<file path="config.mk">
export PLATFORM = sky130hd
export DESIGN_NAME = svc_sync_fifo
export DESIGN_NICKNAME = d
export VERILOG_FILES = /design/src/rtl/svc_sync_fifo.sv
export SDC_FILE = /design/constraint.sdc
export NUM_CORES = 1
export LEC_CHECK = 0
export BUFFER_PORTS_ARGS = -buffer_cell sky130_fd_sc_hd__buf_2
export CAP_MARGIN = 5
export CORE_ASPECT_RATIO = 2
export CORE_MARGIN = 2
export CORE_UTILIZATION = 60
export CTS_CLUSTER_SIZE = 10
export DETAILED_ROUTE_END_ITERATION = 12
export GPL_TIMING_DRIVEN = 0
export PLACE_DENSITY = 0.78
export SYNTH_ARGS = -nofsm -noshare
export SYNTH_HDL_FRONTEND = slang
export SYNTH_SLANG_ARGS = --single-unit
</file>
<file path="constraint.sdc">
create_clock -name clk -period 5.15 [get_ports clk]
set_input_delay 1.03 -clock clk [delete_from_list [all_inputs] [get_ports clk]]
set_output_delay 1.03 -clock clk [all_outputs]
set_load 0.05 [all_outputs]
</file>
<file path="src/rtl/svc_sync_fifo.sv">
// Single-clock FIFO with a registered head word and full/empty flags from registered state.
// The head register shows the oldest entry one cycle after it becomes the oldest.
module svc_sync_fifo #(
  parameter int DATA_WIDTH = 8,
  parameter int DEPTH      = 16
) (
  input  logic                  clk,
  input  logic                  rst,
  input  logic                  wr_en,
  input  logic [DATA_WIDTH-1:0] wr_data,
  input  logic                  rd_en,
  output logic [DATA_WIDTH-1:0] rd_data,
  output logic                  full,
  output logic                  empty
);

  localparam int AW = $clog2(DEPTH);

  logic [DATA_WIDTH-1:0] mem [DEPTH];
  logic [AW-1:0]         wr_ptr_reg;
  logic [AW-1:0]         rd_ptr_reg;
  logic [AW-1:0]         rd_addr;
  logic [AW:0]           count_reg;
  logic [DATA_WIDTH-1:0] head_reg;
  logic                  push;
  logic                  pop;

  assign full    = (count_reg == (AW+1)'(DEPTH));
  assign empty   = (count_reg == '0);
  assign push    = wr_en && !full;
  assign pop     = rd_en && !empty;
  assign rd_addr = pop ? rd_ptr_reg + AW'(1) : rd_ptr_reg;
  assign rd_data = head_reg;

  always_ff @(posedge clk) begin
    if (rst) begin
      wr_ptr_reg <= '0;
      rd_ptr_reg <= '0;
      count_reg  <= '0;
    end else begin
      if (push) wr_ptr_reg <= wr_ptr_reg + AW'(1);
      if (pop)  rd_ptr_reg <= rd_ptr_reg + AW'(1);
      case ({push, pop})
        2'b10:   count_reg <= count_reg + (AW+1)'(1);
        2'b01:   count_reg <= count_reg - (AW+1)'(1);
        default: count_reg <= count_reg;
      endcase
    end
  end

  // Storage and head read stay reset-free so the array maps onto block RAM.
  // A write landing on the next head address is forwarded, since the RAM reads old data.
  always_ff @(posedge clk) begin
    if (push) mem[wr_ptr_reg] <= wr_data;
    if (push && (wr_ptr_reg == rd_addr)) head_reg <= wr_data;
    else                                 head_reg <= mem[rd_addr];
  end

endmodule

</file>
After elaboration in Yosys (flattened, before gate mapping). Memories as Yosys holds them, arrays and structs flattened. A register that Yosys moved wholly into a read port is not among the register bits. Index checks and enable logic that the tools add are counted.

Register bits: 13. Bits in writable memories: 128. Output and inout port bits: 10. Word-level logic and storage cells: 21. Memories kept: 1.

Add/subtract/negate cells: 4. Eq/ne operators: 3. Muxes and demuxes: 4. Reduce and logical (&&, ||, !) cells: 6.

Memories: mem (depth 16, bits a word 8, read ports 1, clocked after Yosys merged registers in 1, write ports 1, RTL line 19) `logic [DATA_WIDTH-1:0] mem [DEPTH];`.

Operator list (count): $pmux W5 S2 (1); $add A4 B1 Y4 const B (2); $add A5 B1 Y5 const B (1); $eq A5 B5 Y1 const B (1); $logic_not A5 Y1 (1); $sub A5 B1 Y5 const B (1); $mux W4 (1); $eq A2 B1 Y1 const B (1); $eq A2 B2 Y1 const B (1); $logic_and A1 B1 Y1 (2); $logic_not A1 Y1 (2); $mux W1 (2); $reduce_bool A2 Y1 (1).

Longest topological paths before layout. Gate-level depths: netlist of the first run.

Depth in word-level cells: 5. Mapped depth: 13. Gate-level depth less buffers: 10.

Worst setup path before layout of the first run. No wires, ideal clock.

Path kind: flip-flop to flip-flop. From: reg count_reg[1]. To: reg count_reg[4]. Setup time: 0.120 ns. Data arrival time: 3.145 ns. Required time: 5.030 ns. Setup slack: 1.885 ns. Cell stages (with the launch flop): 14. Path buffers: 3. Period minus slack after synthesis: 3.265 ns. Cells stage by stage: dfxtp_1 > buf_6 > or4_4 > buf_6 > o21a_1 > inv_1 > ha_1 > clkbuf_1 > xor2_1 > ha_1 > or4b_2 > nand4_1 > nor4_1 > a211o_1.

Longest elaborated chain between the ends: 5. Elaborated cells on any way between the ends: 12. Classes of those cells: add/sub: 2; eq/ne: 3; mux: 1; reduce/logical: 6.

Ends and longest elaborated chain: from (decl) (RTL line 23) `logic [AW:0] count_reg;`; from (signal assigned) (RTL line 44) `2'b10: count_reg <= count_reg + (AW+1)'(1);`; from (signal assigned) (RTL line 45) `2'b01: count_reg <= count_reg - (AW+1)'(1);`; from (signal assigned) (RTL line 46) `default: count_reg <= count_reg;`; $eq A5 B5 Y1 or $logic_not A5 Y1 (tied branches) (RTL line 28, 29); $logic_not A1 Y1 (on tied branches) (RTL line 30, 31); $logic_and A1 B1 Y1 (on tied branches) (RTL line 30, 31); $eq A2 B1 Y1 or $eq A2 B2 Y1 (tied branches) (RTL line 43) `case ({push, pop})`; $pmux W5 S2 or $reduce_bool A2 Y1 (tied branches).

Parallel ways exist; a longest one is shown, timed or not. A chain may end at the register's enable or synchronous reset.

==> metrics.yaml, run 1 <==
placed_cells: 475
final.setup.tns_ps: 0
clockPowerShare: 0.332
synthToLayoutAreaGrowth_pct: 14.6
endpoint: "rd_data[6]"
path_clk_slew_ps: 60
pwr_cell_area_nw_per_um2: 539
hold_violations: 0
power.share.combinational: 0.282
clock_sinks: 145
synth-seq-area-share: 0.716
regToRegSetupSlack_ps: 1550
max_ffs_per_register: 128
maxCapViolCount: 0
power.sequential.fraction: 0.386
irDropWorstVdd_uv: 422
die_x_um: 73.8
die_area_sq_um: 10600
core.rowCount: 51
dp.final_hpwl_mm: 7.54
tightest_slew_ps: 1260
synth.largest_area_cell: "edfxtp_1"
clock_tree.root_cell: "clkbuf_16"
cts_post_setup_buffers_inserted: 0
cts_hold_repair.buffers: 0
crit_required_ps: 4120
antennaDiodeCount: 0
cp_max_fo: 10
critical_path.most_common_cell: "buf_2"
critical-path-slowest-cell: "mux4_2"
pin_count_of_the_biggest_net_entering_global_routing: 17
pin_count: 22
cts-resized-gates: 0
clock_insertion_delay_worst_skew_ps: 420
setup_viol: 0
grt_first_pass_wirelength_mm: 17.3
die_height_um: 144
drc: 0
rsz_0062_raised_after_global_routing: "no"
cts_htree_levels: 4
final_antenna_net_count: 0
antenna_found_initial: 0
p_leak_nw: 2.23
total_switching_power_mw: 1.11
max-slew-margin-rel: 0.153
postRouteWirelength_mm: 11.4
layout.filler_cells: 625
grt_pass1_vias: 3083
worstSetupStartpointType: "flop"
syn_nets: 343
drt-initial-drc-count: 280
mostFrequentLayoutCells: "128 x edfxtp_1, 32 x mux4_2, 25 x buf_2"
fin_cells: 508
vias: 2974
timing.final.max_slew_violations: 0
post_drt_via_cell_ratio: 5.85
drtPass1Iterations: 4
mappedNetlistArea_sq_um: 5840
portBuffers: 21
final_net_count: 384
yosys.area.top_type_share: 0.658
cts_tree: "yes"
crit_arrival_ps: 2580
yosysUniqueCellTypes: 43
initial_utilization: 0.606
core_region_sq_um: 9640
path_class: "flop to primary output"
run_status: "completed"
timing.critical_path.to_type: "primary output"
synth.top_cells.by_area: "edfxtp_1 66%, mux4_2 12%, dfxtp_1 5.8%"
worst_r2r_endpoint: "count_reg[4]"
postSynthRegisterBits: 145
final_period_minus_worst_setup_slack_ps: 3610
worst_reg2reg_path_startpoint: "count_reg[1]"
globalplace.congestion: 0.889
clock_tree_buffer_depth: 2
holdCritPathClass: "flop to flop"
grt.overflow.total: 0
power.switching_fraction: 0.307
crit_path_cell_trace: "clkbuf_1, buf_2, mux4_2, a22oi_1, nand2_1, buf_2"
netlist_instances: 322
final_min_period_over_clock_period: 0.700
combined_global_route_utilization_of_all_metal_layers: 0.241
max_freq_mhz: 277
mostFrequentLayoutCell: "edfxtp_1"
cp_slowest_stage_delay_ps: 570
r2r.worst_path.cells: 13
avgSynthCellArea_sq_um: 18.1
timing.clock.skew_ps: 12.5
fin_util: 0.695
numCtsBuffers: 17
cellInternalPower_mw: 2.50
final_layout_size_suffix_gt1_frac: 0.245
ys.warnings.count: 0
wire_per_inst_um: 22.5
==> routing by layer <==
metal | GRT usage | wire (um) | up-vias
met5 | 0 | 0 | -
met2 | 0.408 | 6460 | 106
met1 | 0.262 | 3970 | 1476
met4 | 0.150 | 524 | 0
li1 | - | - | 1365
met3 | 0.0631 | 465 | 27
==> worst max-delay path: cells and delay by family (launching register included) <==
| kind | cells | cell delay [ps] |
|---|---|---|
| multiplexers | 1 | 570 |
| AO/OA/AOI/OAI | 1 | 250 |
| buffers and inverters | 3 | 930 |
| AND/OR/NAND/NOR | 1 | 100 |
| flip-flops | 1 | 310 |
==> cell families (layout without fill, tap and decap cells) <==
group | after synthesis | in the layout | synth area share
mux | 35 | 35 | 0.129
buf+inv | 24 | 78 | 0.0186
flops | 145 | 145 | 0.716
fa+ha+maj | 9 | 9 | 0.0193
xor+xnor | 9 | 9 | 0.0135
simple gates | 69 | 69 | 0.0619
compound gates | 31 | 31 | 0.0413
==> area by class of cell <==
class	instances	area, sq um	area share
Inverter	6	22.5	0.00336
Timing Repair Buffer	22	110	0.0164
Sequential cell	145	4180	0.625
Tap cell	132	165	0.0247
Multi-Input combinational cell	153	1550	0.232
Clock buffer	20	437	0.0652
Buffer	18	86.3	0.0129
Clock inverter	12	141	0.0211
==> power groups by stage <==
stage          combinational, mW  clock (mW)  sequential, mW
2_1_floorplan              0.783           0            1.40
3_3_place_gp                1.00           0            1.41
3_5_place_dp                1.02           0            1.41
4_1_cts                     1.03        1.21            1.39
5_1_grt                     1.09        1.25            1.40
6_report                    1.02        1.20            1.39
==> worst min-delay path by stage <==
| stage | start | endpoint | depth (start not counted) |
|---|---|---|---|
| 2_1_floorplan | rd_ptr_reg[3] | flop | 1 |
| 4_1_cts | rd_ptr_reg[3] | flop | 1 |
| 5_1_grt | rd_ptr_reg[3] | flop | 1 |
| 3_3_place_gp | rd_ptr_reg[3] | flop | 1 |
| 3_5_place_dp | rd_ptr_reg[2] | flop | 1 |
| 6_report | rd_ptr_reg[3] | flop | 1 |
==> cell usage after synthesis (all sizes together) <==
cell type  instances
mux4              32
nand3b             1
nor3               5
or4b               1
and2b              1
o21ai              3
nand4              1
ha                 9
a211o              1
xnor2              3
a31oi              1
o21a               1
o211ai             4
mux2i              2
and3               1
xor2               6
buf                8
clkbuf            10
or3                2
nand2             14
nand3              1
or3b               2
edfxtp           128
nor2b              4
nor2              23
nand4b             3
dfxtp             17
a21oi              3
nor4               2
and2               1
mux2               1
or4                2
o221ai             1
nand2b             4
nand4bb            1
inv                6
a22oi             16
o311ai             1
==> stage by stage <==
stage / area (sq um) / hold slack (ps) / setup slack (ps) / total power, mW
final: 6700 / 480 / 1540 / 3.61
after global routing: 6700 / 510 / 1300 / 3.74
after CTS: 6690 / 482 / 1520 / 3.63
after detailed placement: 6110 / 466 / 1500 / 2.44
after global placement: 6110 / 461 / 1560 / 2.41
after floorplan: 5840 / 445 / 1890 / 2.18
No activity file was read; power rests on OpenSTA's default activity.
==> run 2: changes to the inputs <==
- clock period: 5.15 -> 3.6 ns (I/O delays scaled with it)
==> metrics.yaml, run 2 (synthesis results as in run 1) <==
run_status: "completed"
r2r.worst_path.cells: 13
max_ffs_per_register: 128
clock_tree_buffer_depth: 2
timing.hold.worst_path_depth: 1
pin_count_of_the_biggest_net_entering_global_routing: 17
path_clk_slew_ps: 60
clock_sinks: 145
max_freq_mhz: 295
initial_utilization: 0.606
mostFrequentLayoutCells: "128 x edfxtp_1, 32 x mux4_2, 25 x buf_2"
setup_viol: 0
power.share.combinational: 0.283
cp_max_fo: 10
cts-resized-gates: 1
final_antenna_net_count: 0
post_drt_via_cell_ratio: 5.90
timing.critical_path.to_type: "flop"
die_area_sq_um: 10600
max-slew-margin-rel: 0.154
power.sequential.fraction: 0.386
vias: 2998
final_layout_size_suffix_gt1_frac: 0.247
cts_hold_repair.buffers: 0
antenna_found_initial: 0
cts_htree_levels: 4
holdCritPathClass: "flop to flop"
drtPass1Iterations: 4
crit_arrival_ps: 3690
dp.final_hpwl_mm: 7.54
drt-initial-drc-count: 280
pin_count: 22
final_net_count: 384
combined_global_route_utilization_of_all_metal_layers: 0.241
crit_required_ps: 3900
p_leak_nw: 2.24
hold_violations: 0
globalplace.congestion: 0.889
clock_tree.root_cell: "clkbuf_16"
cts_tree: "yes"
final_period_minus_worst_setup_slack_ps: 3390
grt.overflow.total: 0
cellInternalPower_mw: 3.58
clockPowerShare: 0.331
cts_post_setup_buffers_inserted: 0
power.switching_fraction: 0.306
maxCapViolCount: 0
wire_per_inst_um: 22.5
irDropWorstVdd_uv: 603
numCtsBuffers: 17
synthToLayoutAreaGrowth_pct: 14.7
clock_insertion_delay_worst_skew_ps: 420
regToRegSetupSlack_ps: 210
die_height_um: 144
postRouteWirelength_mm: 11.4
portBuffers: 21
total_power_mw: 5.16
mostFrequentLayoutCell: "edfxtp_1"
fin_util: 0.695
path_class: "flop to flop"
total_switching_power_mw: 1.58
pwr_cell_area_nw_per_um2: 770
die_x_um: 73.8
worstSetupStartpointType: "flop"
final_min_period_over_clock_period: 0.941
rsz_0062_raised_after_global_routing: "no"
core.rowCount: 51
tightest_slew_ps: 1260
core_region_sq_um: 9640
timing.clock.skew_ps: 12.6
timing.final.max_slew_violations: 0
drc: 0
antennaDiodeCount: 0
grt_pass1_vias: 3085
grt_first_pass_wirelength_mm: 17.3
-- run 2: final timing paths --
check | from | to
max | count_reg[1] | count_reg[4]
min | rd_ptr_reg[3] | flop
max reg2reg | count_reg[1] | count_reg[4]
min reg2reg | rd_ptr_reg[3] | flop
-- run 2: power by group through the flow --
stage,clock (mW),sequential (mW),combinational [mW]
6_report,1.71,1.99,1.46
5_1_grt,1.79,2.00,1.56
4_1_cts,1.73,1.99,1.48
3_5_place_dp,0,2.02,1.46
3_3_place_gp,0,2.02,1.44
2_1_floorplan,0,2.00,1.12
-- run 2: metrics by stage --
stage / cells / hold WS [ps] / cell area (sq um) / setup TNS (ps) / setup WS [ps]
3_3_place_gp: 475 / 461 / 6110 / 0 / 68.5
5_1_grt: 508 / 510 / 6700 / 0 / 10.4
3_5_place_dp: 475 / 466 / 6110 / -3.38 / -3.38
6_report: 508 / 481 / 6700 / 0 / 213
2_1_floorplan: 322 / 445 / 5840 / 0 / 335
4_1_cts: 507 / 482 / 6690 / 0 / 151
-- run 2: metal layers --
layer  track usage  wire length [um]  part of all wire
met1         0.262              4030              0.35
met2         0.408              6310              0.55
met3        0.0631               471             0.041
met4         0.150               638             0.056
met5             0                 0                 0
-- run 2: cell type report --
class / count / area, sq um
clock buffers: 20 / 437
flip-flops and latches: 145 / 4180
fillers: 623 / 2940
well taps: 132 / 165
repair buffers: 22 / 110
clock inverters: 12 / 141
plain buffers: 18 / 90.1
inverters: 6 / 22.5
multi-input cells: 153 / 1550
-- run 2: worst max-delay path, cell delays in order (launching register included) --
cell and delay [ps]:
dfxtp_1 300, buf_6 130, or4_4 500, buf_6 160
o21ai_4 190, inv_1 100, ha_1 220, clkbuf_4 200
xor2_1 160, ha_1 230, or4b_2 610, nand4_1 140
nor4_1 60, a211o_1 290
==> run 3: changes to the inputs <==
- BUFFER_PORTS_ARGS: -buffer_cell sky130_fd_sc_hd__buf_2 -> default
- DONT_BUFFER_PORTS: default -> 1
- PLACE_DENSITY: 0.78 -> 0.76
==> metrics.yaml, run 3 (synthesis results as in run 1) <==
run_status: "completed"
power.share.combinational: 0.272
mostFrequentLayoutCells: "128 x edfxtp_1, 32 x mux4_2, 23 x nor2_1"
pin_count_of_the_biggest_net_entering_global_routing: 17
dp.final_hpwl_mm: 7.46
timing.critical_path.to_type: "flop"
core.rowCount: 51
grt_pass1_vias: 3031
numCtsBuffers: 17
clock_sinks: 145
pwr_cell_area_nw_per_um2: 761
placed_area_sq_um: 6010
cp_max_fo: 10
grt.overflow.total: 0
final.setup.tns_ps: 0
portBuffers: 0
cts_post_setup_buffers_inserted: 0
final_period_minus_worst_setup_slack_ps: 3380
die_area_sq_um: 10600
path_clk_slew_ps: 60
design_area_sq_um: 6590
final_antenna_net_count: 0
p_leak_nw: 2.17
path_class: "flop to flop"
core_region_sq_um: 9640
total_power_mw: 5.02
setup_viol: 0
vias: 2952
crit_required_ps: 3900
timing.final.max_slew_violations: 0
clock_insertion_delay_worst_skew_ps: 410
max_freq_mhz: 295
die_x_um: 73.8
power.switching_fraction: 0.303
maxCapViolCount: 0
power.sequential.fraction: 0.397
placed_cells: 454
die_height_um: 144
antennaDiodeCount: 0
final_min_period_over_clock_period: 0.940
mostFrequentLayoutCell: "edfxtp_1"
postRouteWirelength_mm: 11.1
drtPass1Iterations: 5
timing.clock.skew_ps: 8.12
wire_per_inst_um: 22.8
initial_utilization: 0.606
rsz_0062_raised_after_global_routing: "no"
worstSetupStartpointType: "flop"
holdCritPathClass: "primary input to flop"
final_layout_size_suffix_gt1_frac: 0.212
cts_htree_levels: 4
max_ffs_per_register: 128
cts_hold_repair.buffers: 0
combined_global_route_utilization_of_all_metal_layers: 0.230
irDropWorstVdd_uv: 459
drc: 0
post_drt_via_cell_ratio: 6.07
cts_tree: "yes"
cts-resized-gates: 0
synthToLayoutAreaGrowth_pct: 12.8
pin_count: 22
globalplace.congestion: 0.771
max-slew-margin-rel: 0.138
tightest_slew_ps: 1280
final_net_count: 362
crit_arrival_ps: 3690
clockPowerShare: 0.331
fin_util: 0.684
clock_tree.root_cell: "clkbuf_16"
fin_cells: 486
hold_violations: 0
grt_first_pass_wirelength_mm: 16.4
clock_tree_buffer_depth: 2
antenna_found_initial: 0
cellInternalPower_mw: 3.50
drt-initial-drc-count: 241
total_switching_power_mw: 1.52
[run 3: cell types whose count changed in the layout (fill, tap and decap cells not counted), sizes merged]
cell	before	now
bufinv	3	1
buf	30	8
clkinv	6	7
clkbuf	30	34
clkinvlp	3	0
[run 3: path summary, 6_finish.rpt]
path                               startpoint           end  slack (ps)  cells past startpoint
worst max-delay path             count_reg[1]  count_reg[4]         220                     13
worst min register to register  rd_ptr_reg[3]          flop         480                      1
worst max register to register   count_reg[1]  count_reg[4]         220                     13
worst min-delay path               wr_data[6]    mem[14][6]         400                      0
[run 3: final cells by class]
cell class | count | area [sq um]
Clock buffer | 24 | 503
Clock inverter | 8 | 76.3
Tap cell | 132 | 165
Multi-Input combinational cell | 153 | 1550
Sequential cell | 145 | 4180
Fill cell | 632 | 3040
Buffer | 18 | 90.1
Inverter | 6 | 22.5
[run 3: stage by stage]
stage	hold WS (ps)	setup WS (ps)
6_report	404	215
5_1_grt	380	40.2
4_1_cts	387	11.0
3_5_place_dp	470	20.9
3_3_place_gp	460	76.1
2_1_floorplan	445	335
[run 3: per-layer routing]
metal / vias to the layer above / global-route usage / wire (um)
met5: - / 0 / 0
met4: 0 / 0.125 / 599
met3: 26 / 0.0778 / 678
met2: 116 / 0.396 / 6130
met1: 1487 / 0.237 / 3660
li1: 1323 / - / -
[run 3: power groups by stage]
stage | sequential [mW] | clock [mW] | combinational [mW]
after floorplan | 2.00 | 0 | 1.12
after global placement | 2.02 | 0 | 1.35
final | 1.99 | 1.66 | 1.36
after detailed placement | 2.02 | 0 | 1.37
after CTS | 1.99 | 1.68 | 1.38
after global routing | 2.00 | 1.74 | 1.46
[run 3: critical path: stages, from the launching register on]
cell      delay (ps)
dfxtp_1          300
buf_6            130
or4_4            500
buf_6            150
o21ai_4          210
inv_1             90
ha_1             220
clkbuf_4         200
xor2_1           150
ha_1             230
or4b_2           620
nand4_1          130
nor4_1            70
a211o_1          270
